[src/rtl/rhythm_window_analyzer_pkg.sv]
// Shared beat-class encoding, FSM state type and confidence scale for the
// rhythm window analyzer.
package rhythm_window_analyzer_pkg;

  localparam logic [1:0] CLS_NORMAL = 2'b00;
  localparam logic [1:0] CLS_BRADY  = 2'b01;
  localparam logic [1:0] CLS_TACHY  = 2'b10;
  localparam logic [1:0] CLS_IRREG  = 2'b11;

  localparam int CONF_SCALE = 255;

  typedef enum logic {
    ST_FILL = 1'b0,
    ST_RUN  = 1'b1
  } state_t;

endpackage

[src/rtl/rhythm_window_analyzer_if.sv]
// Beat input and diagnosis output bundle of the rhythm window analyzer.
interface rhythm_window_analyzer_if;

  // Beats are one-cycle strobes with no back-pressure. A result transfers on
  // any edge where diag_valid && diag_ready; while diag_valid is high and
  // diag_ready is low, final_diag and confidence hold unless a newer result
  // overwrites them.
  logic       beat_valid;
  logic [1:0] beat_class;
  logic       diag_ready;
  logic       diag_valid;
  logic [1:0] final_diag;
  logic [7:0] confidence;

  modport master (
    output beat_valid, beat_class, diag_ready,
    input  diag_valid, final_diag, confidence
  );

  modport slave (
    input  beat_valid, beat_class, diag_ready,
    output diag_valid, final_diag, confidence
  );

endinterface

[src/rtl/rhythm_window_analyzer_dominant_select.sv]
// Combinational pick of the most frequent beat class; equal counts favour
// Irregular, then Tachy, then Brady, then Normal.
module dominant_select
  import rhythm_window_analyzer_pkg::*;
#(
  parameter int CW = 4
) (
  input  logic [CW-1:0] cnt_normal,
  input  logic [CW-1:0] cnt_brady,
  input  logic [CW-1:0] cnt_tachy,
  input  logic [CW-1:0] cnt_irreg,
  output logic [1:0]    dom_cls,
  output logic [CW-1:0] dom_cnt
);

  // Start from the highest-priority class; only a strictly larger count wins.
  always_comb begin
    dom_cls = CLS_IRREG;
    dom_cnt = cnt_irreg;
    if (cnt_tachy > dom_cnt) begin
      dom_cls = CLS_TACHY;
      dom_cnt = cnt_tachy;
    end
    if (cnt_brady > dom_cnt) begin
      dom_cls = CLS_BRADY;
      dom_cnt = cnt_brady;
    end
    if (cnt_normal > dom_cnt) begin
      dom_cls = CLS_NORMAL;
      dom_cnt = cnt_normal;
    end
  end

endmodule

[src/rtl/rhythm_window_analyzer.sv]
// Sliding/block window of classified beats with running per-class counts,
// dominant-class diagnosis and a valid/ready result port.
module rhythm_window_analyzer
  import rhythm_window_analyzer_pkg::*;
#(
  parameter int DEPTH     = 8,
  parameter int MIN_FORCE = 4,
  parameter int CW        = $clog2(DEPTH) + 1
) (
  input  logic                      clk_div,
  input  logic                      rst_n,
  rhythm_window_analyzer_if.slave   bus,
  input  logic                      mode,
  input  logic                      force_anlz,
  input  logic                      clear,
  output logic [CW-1:0]             fill_cnt,
  output logic                      overrun,
  output state_t                    fsm_state
);

  localparam int          PW   = $clog2(DEPTH);
  localparam logic [CW-1:0] FULL = CW'(DEPTH);

  logic [1:0]    window_q [DEPTH];
  logic [PW-1:0] wr_ptr_q;
  logic [PW-1:0] blk_cnt_q;
  logic [CW-1:0] cnt_q [4];
  state_t        state_q;
  logic          force_q;
  logic          anl_pend_q;
  logic          diag_valid_q;
  logic [1:0]    final_diag_q;
  logic [7:0]    confidence_q;

  logic          full;
  logic          beat_acc;
  logic          force_rise;
  logic          fill_done;
  logic [CW-1:0] fill_nxt;
  logic [1:0]    evict_cls;
  logic          auto_trig;
  logic          force_trig;
  logic          trigger;
  logic [1:0]    dom_cls;
  logic [CW-1:0] dom_cnt;
  logic [15:0]   conf_prod;
  logic [7:0]    conf_val;

  assign full       = (fill_cnt == FULL);
  assign beat_acc   = bus.beat_valid & ~clear;
  assign force_rise = force_anlz & ~force_q;
  assign fill_done  = beat_acc && (fill_cnt == FULL - CW'(1));
  assign fill_nxt   = (beat_acc && !full) ? fill_cnt + CW'(1) : fill_cnt;
  // Once full, the write pointer sits on the oldest entry, which this beat evicts.
  assign evict_cls  = window_q[wr_ptr_q];

  // The filling beat always analyses; afterwards BLOCK mode waits DEPTH beats.
  assign auto_trig  = beat_acc && (fill_done ||
                      (full && (!mode || blk_cnt_q == PW'(DEPTH - 1))));
  assign force_trig = force_rise && (fill_nxt >= CW'(MIN_FORCE));
  assign trigger    = !clear && (auto_trig || force_trig);

  always_ff @(posedge clk_div or negedge rst_n) begin
    if (!rst_n) begin
      state_q   <= ST_FILL;
      fill_cnt  <= '0;
      wr_ptr_q  <= '0;
      blk_cnt_q <= '0;
    end else if (clear) begin
      state_q   <= ST_FILL;
      fill_cnt  <= '0;
      wr_ptr_q  <= '0;
      blk_cnt_q <= '0;
    end else if (beat_acc) begin
      wr_ptr_q <= wr_ptr_q + PW'(1);
      if (!full) fill_cnt <= fill_cnt + CW'(1);
      if (fill_done) begin
        state_q   <= ST_RUN;
        blk_cnt_q <= '0;
      end else if (full) begin
        blk_cnt_q <= blk_cnt_q + PW'(1);
      end
    end
  end

  assign fsm_state = state_q;

  always_ff @(posedge clk_div) begin
    if (beat_acc) window_q[wr_ptr_q] <= bus.beat_class;
  end

  always_ff @(posedge clk_div or negedge rst_n) begin
    if (!rst_n) begin
      for (int c = 0; c < 4; c++) cnt_q[c] <= '0;
    end else if (clear) begin
      for (int c = 0; c < 4; c++) cnt_q[c] <= '0;
    end else if (beat_acc) begin
      for (int c = 0; c < 4; c++) begin
        if (bus.beat_class == 2'(c) && !(full && evict_cls == 2'(c)))
          cnt_q[c] <= cnt_q[c] + CW'(1);
        else if (bus.beat_class != 2'(c) && full && evict_cls == 2'(c))
          cnt_q[c] <= cnt_q[c] - CW'(1);
      end
    end
  end

  dominant_select #(.CW(CW)) u_dom (
    .cnt_normal (cnt_q[0]),
    .cnt_brady  (cnt_q[1]),
    .cnt_tachy  (cnt_q[2]),
    .cnt_irreg  (cnt_q[3]),
    .dom_cls    (dom_cls),
    .dom_cnt    (dom_cnt)
  );

  // Denominator is always DEPTH, so partial windows report a reduced share.
  assign conf_prod = 16'(dom_cnt) * 16'(CONF_SCALE);
  assign conf_val  = 8'(conf_prod >> PW);

  always_ff @(posedge clk_div or negedge rst_n) begin
    if (!rst_n) force_q <= 1'b0;
    else        force_q <= force_anlz;
  end

  always_ff @(posedge clk_div or negedge rst_n) begin
    if (!rst_n) begin
      anl_pend_q   <= 1'b0;
      diag_valid_q <= 1'b0;
      final_diag_q <= CLS_NORMAL;
      confidence_q <= '0;
      overrun      <= 1'b0;
    end else if (clear) begin
      anl_pend_q   <= 1'b0;
      diag_valid_q <= 1'b0;
      overrun      <= 1'b0;
    end else begin
      anl_pend_q <= trigger;
      if (anl_pend_q) begin
        if (diag_valid_q && !bus.diag_ready) overrun <= 1'b1;
        diag_valid_q <= 1'b1;
        final_diag_q <= dom_cls;
        confidence_q <= conf_val;
      end else if (diag_valid_q && bus.diag_ready) begin
        diag_valid_q <= 1'b0;
      end
    end
  end

  assign bus.diag_valid = diag_valid_q;
  assign bus.final_diag = final_diag_q;
  assign bus.confidence = confidence_q;

endmodule

[src/flat_wrapper.sv]
// flat-port wrapper written by rule: the top's interface ports become plain ports
module rhythm_window_analyzer_flat import rhythm_window_analyzer_pkg::*;
#(
  parameter int DEPTH     = 8,
  parameter int MIN_FORCE = 4,
  parameter int CW        = $clog2(DEPTH) + 1
)
  (clk_div, rst_n, mode, force_anlz, clear, fill_cnt, overrun, fsm_state, bus_beat_valid, bus_beat_class, bus_diag_ready, bus_diag_valid, bus_final_diag, bus_confidence);
  rhythm_window_analyzer_if bus_i ();
  input  logic clk_div;
  input  logic rst_n;
  input  logic mode;
  input  logic force_anlz;
  input  logic clear;
  output logic [CW-1:0] fill_cnt;
  output logic overrun;
  output state_t fsm_state;
  input wire logic [$bits(bus_i.beat_valid)-1:0] bus_beat_valid;
  input wire logic [$bits(bus_i.beat_class)-1:0] bus_beat_class;
  input wire logic [$bits(bus_i.diag_ready)-1:0] bus_diag_ready;
  output wire logic [$bits(bus_i.diag_valid)-1:0] bus_diag_valid;
  output wire logic [$bits(bus_i.final_diag)-1:0] bus_final_diag;
  output wire logic [$bits(bus_i.confidence)-1:0] bus_confidence;
  assign bus_i.beat_valid = bus_beat_valid;
  assign bus_i.beat_class = bus_beat_class;
  assign bus_i.diag_ready = bus_diag_ready;
  assign bus_diag_valid = bus_i.diag_valid;
  assign bus_final_diag = bus_i.final_diag;
  assign bus_confidence = bus_i.confidence;
  rhythm_window_analyzer #(.DEPTH(DEPTH), .MIN_FORCE(MIN_FORCE), .CW(CW)) u_core (.clk_div(clk_div), .rst_n(rst_n), .bus(bus_i), .mode(mode), .force_anlz(force_anlz), .clear(clear), .fill_cnt(fill_cnt), .overrun(overrun), .fsm_state(fsm_state));
endmodule
[config.mk]
export PLATFORM = sky130hd
export DESIGN_NAME = rhythm_window_analyzer_flat
export DESIGN_NICKNAME = d
export VERILOG_FILES = /design/src/rtl/rhythm_window_analyzer_pkg.sv /design/src/rtl/rhythm_window_analyzer_if.sv /design/src/rtl/rhythm_window_analyzer_dominant_select.sv /design/src/rtl/rhythm_window_analyzer.sv /design/src/flat_wrapper.sv
export SDC_FILE = /design/constraint.sdc
export NUM_CORES = 1
export LEC_CHECK = 0
export CELL_PAD_IN_SITES_DETAIL_PLACEMENT = 0
export CELL_PAD_IN_SITES_GLOBAL_PLACEMENT = 1
export CORE_UTILIZATION = 51
export DETAILED_ROUTE_END_ITERATION = 10
export MAX_ROUTING_LAYER = met4
export PLACE_DENSITY_LB_ADDON = 0.1
export SYNTH_ARGS = -nofsm -noshare
export SYNTH_HDL_FRONTEND = slang
export SYNTH_HIERARCHICAL = 1
export SYNTH_SLANG_ARGS = --single-unit
[constraint.sdc]
create_clock -name clk_div -period 10.86 [get_ports clk_div]
set_input_delay 2.715 -clock clk_div [delete_from_list [all_inputs] [get_ports clk_div]]
set_output_delay 2.715 -clock clk_div [all_outputs]
set_load 0.1 [all_outputs]
# [After elaboration in Yosys (flattened, before gate mapping)]
# Memories as Yosys holds them, arrays and structs flattened.
# Index checks and enable logic that the tools add are counted.
[classes] n_addsub=11 mul=1 div_mod_pow=0 magnitude_cmp=4 n_eq_ne=13 n_shift=0 mux=38 n_bitwise=4 n_reduce_logical=57
[ops] cell="$mux 4" count=15
[ops] cell="$mux 16" count=2
[ops] cell="$logic_and 1x1->1" count=24
[ops] cell="$add 4x1->4 const B" count=5
[ops] cell="$mux 3" count=6
[ops] cell="$reduce_and 2->1" count=9
[ops] cell="$reduce_bool 3->1" count=6
[ops] cell="$sub 4x1->4 const B" count=4
[ops] cell="$mux 1" count=13
[ops] cell="$gt 4x4->1" count=3
[ops] cell="$mul 4x8->11 const B" count=1
[ops] cell="$reduce_bool 2->1" count=5
[ops] cell="$eq 2x2->1 const B" count=4
[ops] cell="$logic_not 1->1" count=8
[ops] cell="$add 3x1->3 const B" count=2
[ops] cell="$ne 2x2->1 const B" count=3
[ops] cell="$eq 2x1->1 const B" count=2
[ops] cell="$eq 4x3->1 const B" count=1
[ops] cell="$eq 4x4->1 const B" count=1
[ops] cell="$ge 4x3->1 const B" count=1
[ops] cell="$logic_not 2->1" count=2
[ops] cell="$mux 2" count=2
[ops] cell="$eq 3x3->1 const B" count=1
[ops] cell="$logic_or 1x1->1" count=3
[ops] cell="other kinds (3)" count=5
[word_totals] regBits=41 latch_bits=0 ramBits=16 rom_bits=0 word_cells=143 mem_count=1
[mem_list] name="u_core.window_q" words=8 word_bits=2 rd=1 rd_ports_with_merged_regs=0 wr=1 line="rhythm_window_analyzer.sv:24" text="logic [1:0] window_q [DEPTH];"

# [Depth between registers and ports, before layout]
# Gate-level depths: netlist of run 1.
[depth] depth_word=9 ltp_mapped=33

# [Cells and area by module]
# The synthesis of run 1 kept the hierarchy.
[modules_own_cells] module="rhythm_window_analyzer" instances=1 cells_each=404 area_per_inst_um2=3819.9 seq_area_each_um2=1506.4
[modules_own_cells] module="dominant_select" instances=1 cells_each=69 area_per_inst_um2=540.5 seq_area_each_um2=0.0

# [Least setup slack after synthesis of run 1]
# OpenSTA, ideal clock, no wires.
[synth_timing] path_kind="reg-to-reg" start="reg u_core/cnt_q[1] (netlist bit)" end="reg u_core.confidence_q[6], in the netlist u_core/bus.confidence[6]" setup_time_ns=0.136 arrival_time_ns=6.820 required_time_ns=10.724 path_slack_ns=3.904 path_stages_with_launch=30 period_less_slack_ns=6.956 cell_sequence="dfrtp_1 -> inv_1 -> ha_1 -> nor2b_4 -> o211ai_2 -> a21oi_4 -> mux2i_1 -> ha_1 -> a21o_1 -> a221o_1 -> a21oi_1 -> and2_1 -> buf_6 -> mux2_4 -> ha_1 -> o21ai_0 -> nand2b_1 -> a21oi_1 -> a41oi_1 -> clkbuf_1 -> mux2i_1 -> fa_1 -> fa_1 -> ha_1 -> a41o_1 -> a21oi_1 -> o21bai_1 -> a21oi_1 -> xnor2_1 -> o21ai_0"
[synth_between] elab_chain_cells=7
[synth_rtl] item="from (decl)" line="rhythm_window_analyzer.sv:27" text="logic [CW-1:0] cnt_q [4];"
[synth_rtl] item="from (signal, indexed assignment)" line="rhythm_window_analyzer.sv:100" text="cnt_q[c] <= cnt_q[c] + CW'(1);"
[synth_rtl] item="from (signal, indexed assignment)" line="rhythm_window_analyzer.sv:102" text="cnt_q[c] <= cnt_q[c] - CW'(1);"
[synth_rtl] item="$gt 4x4->1" line="rhythm_window_analyzer_dominant_select.sv:20" text="if (cnt_tachy > dom_cnt) begin"
[synth_rtl] item="$mux 4 (*)" line="rhythm_window_analyzer_dominant_select.sv:20"
[synth_rtl] item="$gt 4x4->1" line="rhythm_window_analyzer_dominant_select.sv:24" text="if (cnt_brady > dom_cnt) begin"
[synth_rtl] item="$mux 4 (*)" line="rhythm_window_analyzer_dominant_select.sv:24"
[synth_rtl] item="$gt 4x4->1" line="rhythm_window_analyzer_dominant_select.sv:28" text="if (cnt_normal > dom_cnt) begin"
[synth_rtl] item="$mux 4 (*)" line="rhythm_window_analyzer_dominant_select.sv:28"
[synth_rtl] item="net u_core.dom_cnt[1]" line="rhythm_window_analyzer.sv:45" text="logic [CW-1:0] dom_cnt;"
[synth_rtl] item="$mul 4x8->11 (*)" line="rhythm_window_analyzer.sv:117" text="assign conf_prod = 16'(dom_cnt) * 16'(CONF_SCALE);"
[synth_rtl] item="to (signal assigned)" line="rhythm_window_analyzer.sv:142" text="confidence_q <= conf_val;"
[synth_rtl] item="to (decl)" line="rhythm_window_analyzer.sv:33" text="logic [7:0] confidence_q;"
# Mark *: on every way through the listed nets, which the timed path passes. The rest lies on a longest branch.
# A chain may end at the register's enable or synchronous reset.

# [Worst setup path after layout of run 1]
[layout_timing] start="reg u_core/cnt_q[1] (netlist bit)" end="reg u_core.confidence_q[7], in the netlist u_core/bus.confidence[7]"
# Same word-level chain as after synthesis.

==> results of run 1 <==
-- power by group through the flow --
stage	clock network, mW	logic [mW]	registers [mW]
after floorplan	0	0.274	0.302
after global placement	0	0.387	0.255
after detailed placement	0	0.396	0.256
after CTS	0.195	0.397	0.251
after global routing	0.206	0.444	0.254
final	0.191	0.394	0.251
-- final cells by class --
cell class                 count  area [um2]
clock buffer                  11         153
fill                         730        3420
multi-input combinational    361        2620
timing repair buffer          28         268
inverter                      32         120
sequential                    57        1510
clock inverter                 5        36.3
tap                          105         131
-- cell usage in the layout, fill, tap and decap left out, drive strengths merged, types with 9 or more instances in the layout --
cell	count
nand4	9
nor2	43
nand2	40
nand2b	13
nor3	13
nand3	17
clkbuf	11
dfrtp	41
inv	33
clkdlybuf4s50	24
ha	33
mux2	10
edfxtp	16
o21ai	30
a21oi	34
fa	10
-- flip-flops by register name, summed over array words and instances (netlist names) --
register               count
u_core/wr_ptr_q            3
u_core/window_q           16
u_core/anl_pend_q          1
u_core/blk_cnt_q           3
u_core/fill_cnt            4
u_core/overrun             1
u_core/bus.confidence      8
u_core/cnt_q              16
u_core/fsm_state           1
u_core/bus.diag_valid      1
u_core/bus.final_diag      2
u_core/force_q             1
-- kinds of logic (layout without fill, tap and decap cells) --
kind of cell	Yosys count	after routing	share of synthesized area [%]
adder cells (fa/ha/maj)	43	43	14.1
buffers and inverters	55	76	5.31
AND/OR/NAND/NOR	173	173	20.1
XOR/XNOR	14	14	2.81
multiplexers	20	20	5.80
flip-flops	57	57	34.5
AO/OA/AOI/OAI	111	111	17.4
-- worst max path at each step --
stage                                      from                              endpoint  slack (ps)
floorplan           u_core/cnt_q[1]$_DFFE_PN0P_  u_core/bus.confidence[6]$_DFFE_PN0P_        3900
global placement    u_core/cnt_q[4]$_DFFE_PN0P_  u_core/bus.confidence[6]$_DFFE_PN0P_        3240
detailed placement  u_core/cnt_q[1]$_DFFE_PN0P_  u_core/bus.confidence[7]$_DFFE_PN0P_        2970
CTS                 u_core/cnt_q[1]$_DFFE_PN0P_  u_core/bus.confidence[6]$_DFFE_PN0P_        2950
global route        u_core/cnt_q[1]$_DFFE_PN0P_  u_core/bus.confidence[7]$_DFFE_PN0P_        2330
finish              u_core/cnt_q[1]$_DFFE_PN0P_  u_core/bus.confidence[7]$_DFFE_PN0P_        2990
-- routing by layer --
layer,vias to the layer above,GRT usage (%)
li1,1731,-
met1,1636,31.9
met2,73,36.9
met3,15,3.22
met4,0,7.32
met5,-,-
-- worst max-delay path, delay by kind of cell (launching register included) --
kind / cells / cell delay, ps
adders and majority gates: 6 / 2490
AOI/OAI and AO/OA: 13 / 2710
muxes: 3 / 1210
and+or+nand+nor: 4 / 660
buffers and inverters: 1 / 60
DFF: 1 / 420
xor gates and xnor gates: 1 / 160
-- per-stage QoR --
step           area (um2)  cells  setup slack, ps  power (mW)  utilization (%)
3_3_place_gp         4650    583             3240       0.642             56.3
2_1_floorplan        4360    473             3900       0.576                -
3_5_place_dp         4650    583             2970       0.652             56.3
6_report             4840    599             2990       0.836             58.6
4_1_cts              4840    599             2950       0.843             58.6
5_1_grt              4840    599             2330       0.904             58.6
==> flow_summary_export.csv, run 1 <==
group,metric,value,unit
run_status,status,"completed",
synthesis,syn_inst,473,
clocking,path_clk_slew,80,ps
power,switching_power,0.356,mW
setup_path,critPathKind,"register to register",
drt,first_pass_iters,5,
timing,fmax,127,MHz
clocking,cts_max_path_buffers,2,
setup_path,crit_path_max_fanout,12,
power,p_sw_share,42.6,%
clocking,htreeDepth,3,
timing,maxSlewHeadroom,30.9,%
power,pwr-share-clk,22.8,%
global_routing,grt_pass1_wl,16000,um
synthesis,synth-seq-area-share,34.5,%
clocking,clock-sinks,57,
final_layout,diodes,0,
floorplan,rows,33,
drt,wl_met1,4490,um
final_layout,drive_gt1_share,9.11,%
drt,top_layer,"met4",
worst_hold_path,holdPathStages,2,
setup_path,cpMaxStageDelayCell,"a41oi_1",
drt,drc,0,
timing,slew_violations,0,
synthesis,synth_common_cells,"nor2_1, dfrtp_1, nand2_1, a21oi_1, ha_1",
floorplan,io_pins,26,
drt,via_per_inst,5.77,
worst_hold_path,worst_hold_path_type,"register to register",
synthesis,synth_fp_nets,525,
synthesis,synthesis.area,0.00436,mm2
placement,portBuffers,25,
timing,tightestPinTransition,1020,ps
power,share_comb_of_total_power,47.1,%
setup_path,r2r_cells,28,
synthesis,synth_top_area_cell,"dfrtp_1",
power,peakVddDrop,0.110,mV
floorplan,die_w,94.5,um
drt,antenna_left,0,
floorplan,dieArea,0.00892,mm2
timing,setup_viol,0,
synthesis,synth_most_common_cell,"nor2_1",
drt,dr_total_vias,3455,
global_routing,antenna_found_initial,0,
global_routing,grt_max_degree,49,
drt,drt-total-wl,9290,um
clocking,cts_hold_buf,0,
floorplan,die_height,94.5,um
timing,final_hold_viol_count,0,
clocking,clk_latency,330,ps
setup_path,critPathRequiredTime,11060,ps
setup_path,cpMostUsedCell,"a21oi_1",
power,pwr-share-seq,30.1,%
synthesis,synthTopCellsByArea,"dfrtp_1, edfxtp_1, ha_1, fa_1, a21oi_1",
clocking,cts_made_buffers,9,
synthesis,yosys_register_bits,57,
synthesis,synth_top_area_share,23.5,%
setup_path,worstSetupEndpointType,"register",
final_layout,nNetsFinal,541,
drt,wl_per_cell,15.5,um
timing,fin_hold_ws,482,ps
synthesis,yosysUniqueCellTypes,65,
global_routing,grt-ovfl-total,0,
synthesis,synth.avg_cell_area,9.22,um2
drt,drt_iter0_markers,190,
synthesis,synth_edf_count,16,
clocking,ctsResizeCount,0,
synthesis,async_flop_share,71.9,%
job,drv_cap,0,
clocking,cts_tree,"yes",
placement,dpl.hpwl,6620,um
power,leakage,2.05,nW
setup_path,rrSetupSlack,2990,ps
clocking,root_buffer,"clkbuf_8",
power,power_density,173,mW/mm2
worst_hold_path,holdPathEnd,"u_core/bus.confidence[6]$_DFFE_PN0P_",
setup_path,arrival,8070,ps
drt,wl_met3,274,um
global_routing,grt_pass1_vias,3353,
floorplan,core,0.00826,mm2
drt,met2RoutedLength,4380,um
timing,finalCritPeriodShare,72.5,%
placement,gp_congestion,0.876,
final_layout,syn2layout_area_growth,10.9,%
timing,rsz0062_at_grt,"no",
setup_path,slowest_delay,770,ps
setup_path,worstReg2RegEnd,"u_core/bus.confidence[7]$_DFFE_PN0P_",
floorplan,start_util,52.8,%
global_routing,grtUsageTotal,23.6,%
synthesis,yosysWarnings,6,
timing,fin_setup_tns,0,ps
timing,fin_skew,11.2,ps
timing,period_needed,7870,ps
worst_hold_path,hold_start,"u_core/bus.confidence[6]$_DFFE_PN0P_",
clocking,cts_setup_buffers,0,
setup_path,reg2reg_from,"u_core/cnt_q[1]$_DFFE_PN0P_",
setup_path,critPathLaunchType,"register",
synthesis,ys.flop_type,"dfrtp_1",
power,internal_power,0.480,mW
Power figures use the tool's default switching activity.
==> inputs of run 2 (changes only) <==
--- a/config.mk
+++ b/config.mk
@@ -7,7 +7,7 @@
 export LEC_CHECK = 0
 export CELL_PAD_IN_SITES_DETAIL_PLACEMENT = 0
 export CELL_PAD_IN_SITES_GLOBAL_PLACEMENT = 1
-export CORE_UTILIZATION = 51
+export CORE_UTILIZATION = 42
 export DETAILED_ROUTE_END_ITERATION = 10
 export MAX_ROUTING_LAYER = met4
 export PLACE_DENSITY_LB_ADDON = 0.1
==> constraint.sdc (replaced) <==
create_clock -name clk_div -period 6.7 [get_ports clk_div]
set_input_delay 1.675 -clock clk_div [delete_from_list [all_inputs] [get_ports clk_div]]
set_output_delay 1.675 -clock clk_div [all_outputs]
set_load 0.1 [all_outputs]
==> flow_summary_export.csv, run 2 (synthesized netlist as in run 1, its figures left out) <==
group,metric,value,unit
run_status,status,"completed",
clocking,root_buffer,"clkbuf_8",
power,share_comb_of_total_power,52.5,%
timing,setup_viol,0,
power,peakVddDrop,0.236,mV
power,leakage,2.22,nW
floorplan,die_w,104,um
timing,finalWorstSetupSlack,261,ps
drt,drt_iter0_markers,216,
timing,tightestPinTransition,994,ps
clocking,cts_tree,"yes",
floorplan,start_util,44.0,%
placement,post-place-ws,-97.1,ps
placement,placed_area,0.00485,mm2
timing,finalCritPeriodShare,96.1,%
clocking,cts_max_path_buffers,2,
power,pwr-share-clk,22.6,%
final_layout,finalInstanceArea,0.00527,mm2
setup_path,arrival,6650,ps
drt,first_pass_iters,5,
floorplan,core,0.00991,mm2
placement,gp_congestion,0.843,
timing,fin_skew,15.2,ps
global_routing,grtUsageTotal,19.8,%
drt,met2RoutedLength,5060,um
global_routing,antenna_found_initial,0,
drt,antenna_left,0,
drt,top_layer,"met4",
global_routing,grt_pass1_wl,16600,um
drt,wl_met3,439,um
drt,wl_per_cell,15.6,um
final_layout,final_cell_count_no_fill,654,
timing,final_hold_viol_count,0,
clocking,htreeDepth,3,
setup_path,critPathKind,"register to register",
final_layout,drive_gt1_share,17.9,%
drt,drt-total-wl,10200,um
clocking,clk_latency,350,ps
setup_path,worstSetupEndpointType,"register",
power,switching_power,0.657,mW
setup_path,critPathRequiredTime,6910,ps
power,totalPowerFinal,1.62,mW
drt,via_per_inst,5.62,
setup_path,cpMaxStageDelayCell,"fa_1",
clocking,clock-sinks,57,
drt,dr_total_vias,3676,
clocking,cts_hold_buf,0,
setup_path,critPathLaunchType,"register",
worst_hold_path,worst_hold_path_type,"register to register",
final_layout,final_common_cell,"nor2_1",
power,p_sw_share,40.4,%
power,internal_power,0.968,mW
drt,drc,0,
floorplan,dieArea,0.0108,mm2
power,power_density,308,mW/mm2
placement,dp_cells,632,
clocking,cts_made_buffers,9,
setup_path,slowest_delay,620,ps
setup_path,reg2reg_from,"u_core/cnt_q[5]$_DFFE_PN0P_",
global_routing,grt-ovfl-total,0,
job,drv_cap,0,
final_layout,nNetsFinal,568,
timing,maxSlewHeadroom,33.7,%
setup_path,crit_path_max_fanout,7,
final_layout,diodes,0,
floorplan,rows,36,
timing,fin_setup_tns,0,ps
timing,period_needed,6440,ps
final_layout,syn2layout_area_growth,20.9,%
global_routing,grt_pass1_vias,3465,
global_routing,grt_max_degree,42,
final_layout,n_fill_cell,907,
floorplan,io_pins,26,
timing,slew_violations,0,
timing,fmax,155,MHz
floorplan,die_height,104,um
worst_hold_path,hold_start,"u_core/bus.confidence[1]$_DFFE_PN0P_",
drt,wl_met1,4540,um
setup_path,cp-startpoint,"u_core/cnt_q[5]$_DFFE_PN0P_",
placement,portBuffers,25,
clocking,path_clk_slew,80,ps
final_layout,final_cell_mix,"nor2_1, dfrtp_1, nand2_1",
placement,dpl.hpwl,7240,um
power,pwr-share-seq,24.9,%
## run 2: cell types whose count changed in the layout (fill, tap and decap cells not counted), moves of 2 or more
cell       previous run  this run
a21oi_2               0         6
fa_1                 10         7
fa_2                  0         3
mux2i_1               6         4
ha_4                  0         7
buf_6                 0         2
bufinv_16             0         2
buf_4                 3        28
o21ai_0              18        15
o21ai_1              11        14
a21oi_1              33        27
ha_1                 33        26
## run 2: power by group through the flow
stage          Sequential, mW  Combinational [mW]  Clock [mW]
2_1_floorplan           0.489               0.451           0
3_3_place_gp            0.410               0.709           0
3_5_place_dp            0.411               0.726           0
4_1_cts                 0.404               0.734       0.374
5_1_grt                 0.408               0.932       0.390
6_report                0.404               0.853       0.368
## run 2: cell type report
cell class	instances	area, um2	share of cell area [%]
timing repair buffer	55	478	9.06
inverter	32	120	2.28
clock buffer	9	124	2.35
clock inverter	7	93.8	1.78
tap	133	166	3.16
multi-input combinational	361	2790	52.8
sequential	57	1510	28.6
## run 2: worst max-delay path, delay by kind of cell (launching register included)
family / cells / cell delay, ps
xor gates and xnor gates: 1 / 130
buffers and inverters: 3 / 380
adders and majority gates: 6 / 2160
AOI/OAI and AO/OA: 13 / 2200
and+or+nand+nor: 3 / 410
DFF: 1 / 400
muxes: 2 / 630
## run 2: per-layer routing
metal  up-vias  global-route usage, %
li1       1781                      -
met1      1790                   24.7
met2        93                   32.7
met3        12                   2.82
met4         0                   7.55
met5         -                      -
## run 2: what timing repair did
item	4_1_cts	5_1_grt
endpoints found under the setup margin	2	5
endpoints found under the hold margin	0	0
setup buffers	2	4
pin swaps	1	12
gates resized for setup	3	24
## run 2: through the flow
stage | util [%] | hold slack, ps
CTS | 51.4 | 484
finish | 53.2 | 479
global route | 53.2 | 515
floorplan | - | 490
detailed placement | 48.9 | 469
global placement | 48.9 | 461
## run 2: path summary, 6_finish.rpt
kind,slack (ps),endpoint,cells past startpoint
max,260,u_core/bus.confidence[7]$_DFFE_PN0P_,28
min in group asynchronous,1490,u_core/blk_cnt_q[2]$_DFFE_PN0P_,1
min,480,u_core/bus.confidence[1]$_DFFE_PN0P_,2
max in group asynchronous,4590,u_core/cnt_q[2]$_DFFE_PN0P_,1
min reg2reg,480,u_core/bus.confidence[1]$_DFFE_PN0P_,2
max reg2reg,260,u_core/bus.confidence[7]$_DFFE_PN0P_,28
==> inputs of run 3 (changes only) <==
--- a/config.mk
+++ b/config.mk
@@ -5,9 +5,10 @@
 export SDC_FILE = /design/constraint.sdc
 export NUM_CORES = 1
 export LEC_CHECK = 0
+export ABC_AREA = 1
 export CELL_PAD_IN_SITES_DETAIL_PLACEMENT = 0
 export CELL_PAD_IN_SITES_GLOBAL_PLACEMENT = 1
-export CORE_UTILIZATION = 42
+export CORE_UTILIZATION = 41
 export DETAILED_ROUTE_END_ITERATION = 10
 export MAX_ROUTING_LAYER = met4
 export PLACE_DENSITY_LB_ADDON = 0.1
==> flow_summary_export.csv, run 3 <==
group,metric,value,unit
synthesis,synth_top_area_cell,"dfrtp_1",
timing,fmax,168,MHz
timing,setup_viol,0,
clocking,cts_tree,"yes",
drt,wl_per_cell,13.1,um
clocking,clk_latency,340,ps
synthesis,synth-seq-area-share,34.9,%
floorplan,dieArea,0.0109,mm2
floorplan,die_height,105,um
timing,maxSlewHeadroom,32.3,%
placement,dp_cells,686,
global_routing,grt_pass1_vias,3311,
timing,finalCritPeriodShare,89.0,%
synthesis,synth_edf_count,16,
drt,drt_iter0_markers,142,
synthesis,async_flop_share,71.9,%
synthesis,synth.avg_cell_area,8.16,um2
floorplan,core,0.0103,mm2
synthesis,synth_most_common_cell,"nand2_1",
setup_path,cpMostUsedCell,"nand2_1",
clocking,cts_made_buffers,9,
clocking,cts_max_path_buffers,2,
setup_path,worstSetupEndpointType,"register",
global_routing,grtUsageTotal,18.9,%
timing,period_needed,5970,ps
final_layout,syn2layout_area_growth,12.8,%
final_layout,finalInstanceArea,0.00487,mm2
power,power_density,512,mW/mm2
final_layout,final_cell_count_no_fill,702,
setup_path,critPathLaunchType,"register",
clocking,clock-sinks,57,
floorplan,die_w,105,um
floorplan,start_util,42.0,%
timing,tightestPinTransition,1020,ps
synthesis,yosysUniqueCellTypes,37,
final_layout,diodes,0,
clocking,cts_hold_buf,0,
clocking,root_buffer,"clkbuf_8",
final_layout,final_cell_mix,"nand2_1, inv_1, dfrtp_1",
clocking,htreeDepth,3,
placement,gp_congestion,0.835,
floorplan,rows,37,
drt,via_per_inst,4.76,
timing,fin_hold_ws,471,ps
final_layout,nNetsFinal,613,
drt,first_pass_iters,4,
synthesis,synthesis.area,0.00432,mm2
worst_hold_path,hold_start,"u_core/bus.confidence[0]$_DFFE_PN0P_",
final_layout,final_common_cell,"nand2_1",
power,pwr-share-seq,16.7,%
final_layout,finish.utilization,47.4,%
synthesis,yosys_register_bits,57,
placement,post-place-ws,763,ps
synthesis,syn_inst,529,
drt,antenna_left,0,
power,internal_power,1.17,mW
drt,dr_total_vias,3345,
placement,portBuffers,25,
drt,drc,0,
placement,placed_area,0.00469,mm2
global_routing,grt_pass1_wl,15800,um
synthesis,synth_top_area_share,23.8,%
setup_path,reg2reg_from,"u_core/cnt_q[1]$_DFFE_PN0P_",
global_routing,antenna_found_initial,0,
power,p_sw_share,53.1,%
synthesis,synth_common_cells,"nand2_1, inv_1, dfrtp_1, nand3_1, ha_1",
setup_path,critPathRequiredTime,6930,ps
final_layout,n_fill_cell,1043,
synthesis,yosysWarnings,6,
power,share_comb_of_total_power,71.3,%
setup_path,cpMaxStageDelayCell,"fa_1",
power,switching_power,1.32,mW
global_routing,grt-ovfl-total,0,
setup_path,critPathKind,"register to register",
timing,fin_setup_tns,0,ps
setup_path,worstReg2RegEnd,"u_core/bus.confidence[7]$_DFFE_PN0P_",
floorplan,io_pins,26,
timing,fin_skew,7.54,ps
timing,final_hold_viol_count,0,
power,totalPowerFinal,2.49,mW
worst_hold_path,holdPathStages,2,
setup_path,slowest_delay,720,ps
setup_path,rrSetupSlack,730,ps
setup_path,crit_path_max_fanout,7,
power,pwr-share-clk,12.0,%
synthesis,synth_fp_nets,581,
clocking,cts_setup_buffers,0,
job,drv_cap,0,
placement,dpl.hpwl,6890,um
final_layout,drive_gt1_share,14.1,%
setup_path,arrival,6200,ps
drt,drt-total-wl,9170,um
timing,slew_violations,0,
worst_hold_path,holdPathEnd,"u_core/bus.confidence[0]$_DFFE_PN0P_",
setup_path,r2r_cells,38,
power,peakVddDrop,0.438,mV
clocking,path_clk_slew,70,ps
power,leakage,2.43,nW
synthesis,ys.flop_type,"dfrtp_1",
worst_hold_path,worst_hold_path_type,"register to register",
run_status,status,"completed",
clocking,ctsResizeCount,0,
global_routing,grt_max_degree,42,
synthesis,synthTopCellsByArea,"dfrtp_1, nand2_1, edfxtp_1, ha_1, inv_1",
timing,finalWorstSetupSlack,734,ps
timing,rsz0062_at_grt,"no",
-- run 3: changes by cell type in the layout (fill, tap and decap cells not counted), moves of 14 or more --
cell,before,now
nand2_2,0,14
o21ai_1,14,0
nand3_2,0,15
buf_4,28,1
a21oi_1,27,13
nand2_1,40,162
nand3_1,17,37
inv_1,30,81
nor2_1,43,22
-- run 3: critical path: cells and delay by family, from the launching register on --
| family | cells | cell delay [ps] |
|---|---|---|
| compound gates | 4 | 710 |
| simple gates | 23 | 1830 |
| flops | 1 | 390 |
| buf+inv | 5 | 380 |
| fa+ha+maj | 6 | 2570 |
-- run 3: area by class of cell --
| cell class | count | area, um2 | area share [%] |
|---|---|---|---|
| clock buffers | 11 | 151 | 3.11 |
| clock inverters | 5 | 28.8 | 0.591 |
| inverters | 89 | 337 | 6.91 |
| multi-input cells | 378 | 2420 | 49.8 |
| flip-flops and latches | 57 | 1510 | 30.9 |
| well taps | 136 | 170 | 3.49 |
| repair buffers | 26 | 253 | 5.19 |
-- run 3: cells by family after synthesis --
family	synth area share, %
AO/OA/AOI/OAI	7.02
flip-flops	34.9
buffers and inverters	8.93
XOR/XNOR	2.03
adder cells (fa/ha/maj)	14.2
AND/OR/NAND/NOR	32.9
-- run 3: worst max-delay path by stage --
stage | slack (ps) | cells after the start | endpoint | start
6_report | 730 | 38 | u_core/bus.confidence[7]$_DFFE_PN0P_ | u_core/cnt_q[1]$_DFFE_PN0P_
5_1_grt | 170 | 38 | u_core/bus.confidence[7]$_DFFE_PN0P_ | u_core/cnt_q[1]$_DFFE_PN0P_
4_1_cts | 690 | 38 | u_core/bus.confidence[7]$_DFFE_PN0P_ | u_core/cnt_q[1]$_DFFE_PN0P_
3_5_place_dp | 760 | 38 | u_core/bus.confidence[7]$_DFFE_PN0P_ | u_core/cnt_q[1]$_DFFE_PN0P_
3_3_place_gp | 930 | 38 | u_core/bus.confidence[7]$_DFFE_PN0P_ | u_core/cnt_q[1]$_DFFE_PN0P_
2_1_floorplan | 1300 | 38 | u_core/bus.confidence[7]$_DFFE_PN0P_ | u_core/cnt_q[1]$_DFFE_PN0P_
-- run 3: metal layers --
layer,vias up,wire (um),global-route usage (%)
met5,-,0,-
met4,0,72,4.73
met3,8,263,4.55
met2,52,4240,29.5
met1,1544,4600,24.7
li1,1741,-,-
-- run 3: power by group through the flow --
| stage | Sequential (mW) | Clock [mW] | Combinational (mW) |
|---|---|---|---|
| 6_report | 0.416 | 0.300 | 1.78 |
| 5_1_grt | 0.422 | 0.328 | 2.01 |
| 4_1_cts | 0.417 | 0.312 | 1.79 |
| 3_5_place_dp | 0.423 | 0 | 1.75 |
| 3_3_place_gp | 0.423 | 0 | 1.73 |
| 2_1_floorplan | 0.558 | 0 | 1.27 |
